**src/rtl/frame_loader.sv**
```systemverilog
// Raster-order frame loader: accepts WIDTH*HEIGHT pixels into a frame RAM write port.
// Latency: RAM write (wrEn/wrAddr/wrData) registered, one cycle after pixel acceptance.
// Backpressure: pixReady high only in LOAD; source holds its pixel while pixReady=0.
// Optional: define FRAME_BORDER_CLEAR_EN to write 0 for every border pixel.
module frame_loader #(
  parameter int WIDTH  = 6,
  parameter int HEIGHT = 6,
  parameter int COLSZ  = 3,
  parameter int XSZ    = 3,
  parameter int YSZ    = 3,
  parameter int ADDRSZ = 6
) (
  input  logic              clk,
  input  logic              resetn,
  input  logic              start,
  input  logic              pixValid,
  input  logic [COLSZ-1:0]  pixIn,
  output logic              pixReady,
  output logic              wrEn,
  output logic [ADDRSZ-1:0] wrAddr,
  output logic [COLSZ-1:0]  wrData,
  output logic [XSZ-1:0]    curX,
  output logic [YSZ-1:0]    curY,
  output logic              busy,
  output logic              frameDone
);

  typedef enum logic [1:0] {IDLE, LOAD, DONE} state_t;

  localparam logic [XSZ-1:0] XLAST = XSZ'(WIDTH - 1);
  localparam logic [YSZ-1:0] YLAST = YSZ'(HEIGHT - 1);

  state_t             state, stateNext;
  logic               accept;
  logic               lastX, lastY;
  logic [ADDRSZ-1:0]  xExt, yExt, pixAddr;
  logic [COLSZ-1:0]   pixData;

  assign lastX  = (curX == XLAST);
  assign lastY  = (curY == YLAST);
  assign accept = pixReady && pixValid;

  // State register; reset drops straight to IDLE.
  always_ff @(posedge clk or negedge resetn) begin
    if (!resetn) state <= IDLE;
    else         state <= stateNext;
  end

  // Next-state and state-decoded handshake/status outputs.
  always_comb begin
    stateNext = state;
    pixReady  = 1'b0;
    busy      = 1'b0;
    frameDone = 1'b0;
    case (state)
      IDLE: if (start) stateNext = LOAD;
      LOAD: begin
        pixReady = 1'b1;
        busy     = 1'b1;
        if (accept && lastX && lastY) stateNext = DONE;
      end
      DONE: begin
        busy      = 1'b1;
        frameDone = 1'b1;
        stateNext = IDLE;
      end
      default: stateNext = IDLE;
    endcase
  end

  // Raster coordinate counters: cleared on arm and after the last pixel.
  always_ff @(posedge clk or negedge resetn) begin
    if (!resetn) begin
      curX <= '0;
      curY <= '0;
    end else if (state == IDLE && start) begin
      curX <= '0;
      curY <= '0;
    end else if (accept) begin
      if (lastX) begin
        curX <= '0;
        curY <= lastY ? '0 : curY + 1'b1;
      end else begin
        curX <= curX + 1'b1;
      end
    end
  end

  assign xExt = ADDRSZ'(curX);
  assign yExt = ADDRSZ'(curY);

  // Row-major address; the 6-wide case avoids a multiplier with shift-and-add.
  generate
    if (WIDTH == 6) begin : gAddrShift
      assign pixAddr = (yExt << 2) + (yExt << 1) + xExt;
    end else begin : gAddrMul
      assign pixAddr = yExt * ADDRSZ'(WIDTH) + xExt;
    end
  endgenerate

`ifdef FRAME_BORDER_CLEAR_EN
  // Border pixels are blackened so downstream edge searches always terminate.
  assign pixData = (curX == '0 || lastX || curY == '0 || lastY) ? '0 : pixIn;
`else
  assign pixData = pixIn;
`endif

  // Registered RAM write port, one cycle behind acceptance.
  always_ff @(posedge clk or negedge resetn) begin
    if (!resetn) begin
      wrEn   <= 1'b0;
      wrAddr <= '0;
      wrData <= '0;
    end else begin
      wrEn <= accept;
      if (accept) begin
        wrAddr <= pixAddr;
        wrData <= pixData;
      end
    end
  end

endmodule

```
**config.mk**
```make
export PLATFORM = sky130hd
export DESIGN_NAME = frame_loader
export DESIGN_NICKNAME = d
export VERILOG_FILES = /design/src/rtl/frame_loader.sv
export SDC_FILE = /design/constraint.sdc
export NUM_CORES = 1
export LEC_CHECK = 0
export ABC_AREA = 1
export CAP_MARGIN = 30
export CORE_MARGIN = 8
export CORE_UTILIZATION = 43
export DETAILED_ROUTE_END_ITERATION = 16
export PLACE_DENSITY = 0.8
export SYNTH_ARGS = -nofsm -noshare
export SYNTH_HDL_FRONTEND = slang
export SYNTH_SLANG_ARGS = --single-unit
```
**constraint.sdc**
```tcl
create_clock -name clk -period 1.85 [get_ports clk]
set_clock_uncertainty 0.05 [all_clocks]
set_input_delay 0.185 -clock clk [delete_from_list [all_inputs] [get_ports clk]]
set_output_delay 0.185 -clock clk [all_outputs]
set_load 0.05 [all_outputs]
```
==> impl_metrics.csv <==
group,metric,value,unit
run_status,status,"finished with violations",
run_status,violations,"negative setup slack",
clock_network,cts_made_buffers,3,
clock_network,clk_latency,0.30,ns
setup_path,critical_path.startpoint,"curY[0]",
route,routed_wl,2.325,mm
placement,place_area,1368,um^2
setup_path,cp.required,1.99,ns
floorplan,die-height,64.79,um
setup_path,crit_buf_inv,3,
placement,dpl_worst_slack,-0.05388,ns
clock_network,ctsHoldBuffers,0,
placement,place_hpwl,1.835,mm
setup_path,cpPeakStageDelay,0.50,ns
synthesis,syn_area_per_cell,8.978,um^2
floorplan,ios,26,
power_and_ir_drop,p_leak,0.7484,nW
finish,stdcell_area,1419,um^2
synthesis,synth_cell_types,23,
clock_network,htreeDepth,1,
setup_path,critPathMaxFanout,2,
synthesis,synth-seq-cells,18,
finish,drive_gt1_share,27.81,%
timing,tightest_slew,0.5027,ns
finish,syn_to_final_growth,38.63,%
route,drtAntennaViolNets,0,
synthesis,synth-async-reset-ratio,100.0,%
synthesis,yosysTopAreaCell,"dfrtp_1",
clock_network,cts.clk_slew.worst_paths,0.11,ns
grt,track_usage,11.42,%
setup_path,critPathTopFamily,"adder cells",
setup_path,cp_common_cell,"inv_2",
power_and_ir_drop,peakVddDrop,0.001085,V
synthesis,netlist_instances,114,
min_path,hp-class,"primary input to async pin",
setup_path,setup.worst_path.end_class,"flip-flop",
route,drt-initial-drc-count,44,
clock_network,cts_resized,0,
floorplan,die_w,64.79,um
flow_run,maxCapViolCount,0,
timing,fin_crit_sh,103.3,%
route,wl_per_cell,12.99,um
synthesis,synth_top_area_share,44.01,%
setup_path,cp-start-kind,"flip-flop",
floorplan,rows,17,
synthesis,synth_warnings,0,
grt,gr-total-overflow,0,
synthesis,synth_edf_count,0,
setup_path,crit_type,"flip-flop to flip-flop",
finish,insertedDiodeCount,0,
timing,finalCriticalPeriod,1.910,ns
power_and_ir_drop,finalPower,2.111,mW
setup_path,r2r_start,"curY[0]",
synthesis,yosys-top-cells-count,"34 x nand2_1, 18 x dfrtp_1, 14 x inv_1",
timing,fin_tns_setup,-0.1169,ns
route,drc_errors,0,
clock_network,cts_buffer_depth,2,
synthesis,ys_seq_area_share,44.01,%
placement,gp_congestion,0.8002,
timing,drv_slew,0,
grt,antenna_found_initial,0,
clock_network,cts_root_buf,"clkbuf_4",
floorplan,initial_core_util,45.83,%
clock_network,cts.sinks,18,
timing,fin_ws,-0.06018,ns
setup_path,cp_num_cells,7,
clock_network,cts_tree,"yes",
timing,max_freq,523.5,MHz
setup_path,slowest_stage,"fa_2",
setup_path,r2r_end,"wrAddr[3]",
timing,setup_violations,2,
synthesis,synth_area,1023,um^2
setup_path,crit_end,"wrAddr[3]",
setup_path,r2r_slack,-0.06,ns
timing,whs,0.1544,ns
grt,grt_pass1_vias,900,
placement,port_buffers,25,
setup_path,path_cells,"inv_2 > fa_1 > inv_1 > ha_2 > inv_2 > fa_2 > o21ai_1",
floorplan,core_area,2233,um^2
power_and_ir_drop,powerDensity,1488,nW/um^2
route,vias,886,
grt,grt_pass1_wl,3.912,mm
setup_path,reg2regPathDepth,7,
grt,grt_max_degree,19,
floorplan,dieArea,4197,um^2
synthesis,yosysMostFrequentCell,"nand2_1",
finish,nFillCells,179,
finish,instances_no_fill,179,
synthesis,synth_nets,133,
timing,rsz0062_at_grt,"true",
finish,nNetsFinal,171,
setup_path,cp_data_arrival_time,2.05,ns
route,avgViaCountPerCell,4.950,
timing,slew_headroom,66.38,%
placement,place_inst,173,
synthesis,synth_area_leaders,"dfrtp_1 44%, nand2_1 12%, ha_1 12%",
route,dr.pass1.iters,4,
finish,fin_util,63.53,%
synthesis,synth_flop_cell,"dfrtp_1",
timing,final-hold-violation-count,0,
## sequential cells by signal (all words and copies together), names as in the netlist
signal / flops
wrAddr: 6
wrData: 3
state: 2
wrEn: 1
curY: 3
curX: 3
## layer usage
layer / share of wire [%] / global-route usage (%)
met5: 0 / 0
met4: 1.9 / 5.177
met3: 4.6 / 2.062
met2: 49 / 20.12
met1: 44 / 13.10
## cell type report
cell class / count / area, um^2 / share of cell area (%)
clock buffers: 4 / 36.28 / 2.557
inverters: 15 / 56.30 / 3.968
multi-input cells: 79 / 509.2 / 35.89
flip-flops and latches: 18 / 454.2 / 32.01
well taps: 28 / 35.03 / 2.469
repair buffers: 35 / 327.8 / 23.10
## worst min path at each step
| stage | end | cells after the start |
|---|---|---|
| after global placement | wrAddr[5] | 1 |
| final | wrAddr[1] | 2 |
| after detailed placement | wrAddr[5] | 1 |
| after global routing | wrData[0] | 2 |
| after floorplan | curX[0] | 0 |
| after CTS | wrData[0] | 2 |
## logic make-up (layout without fill, tap and decap cells)
logic type,Yosys count,count (layout),share of synthesized area (%)
DFF,18,18,44.01
buffers and inverters,17,54,6.723
adders and majority gates,12,12,16.14
AOI/OAI and AO/OA,11,11,6.235
xor gates and xnor gates,2,2,1.712
and+or+nand+nor,54,54,25.18
## cells in the final DEF, fill, tap and decap left out
cell / instances
a21o_1: 1
a21oi_1: 2
a31oi_1: 2
buf_12: 2
buf_4: 17
clkbuf_4: 3
clkbuf_8: 1
clkdlybuf4s50_1: 16
dfrtp_1: 15
dfrtp_2: 3
fa_1: 1
fa_2: 1
ha_1: 9
ha_2: 1
inv_1: 10
inv_2: 5
nand2_1: 34
nand2_2: 3
nand2_4: 1
nand3_1: 7
nand3_2: 1
nor2_1: 3
nor2_2: 1
nor2_4: 1
nor3_1: 2
nor3_4: 1
o21ai_0: 3
o21ai_1: 2
o21ai_2: 1
xor2_1: 2
## power by group
part | internal (mW) | switching, mW | total [mW]
registers | 0.504 | 0.0790 | 0.583
clock network | 0.120 | 0.124 | 0.244
logic | 0.453 | 0.831 | 1.28
## timing repair
| item | CTS | global route |
|---|---|---|
| setup buffers | 1 | 1 |
| gates cloned | 0 | 0 |
| pin swaps | 1 | 0 |
| setup endpoints to repair | 2 | 2 |
(Power assumes the default switching activity.)
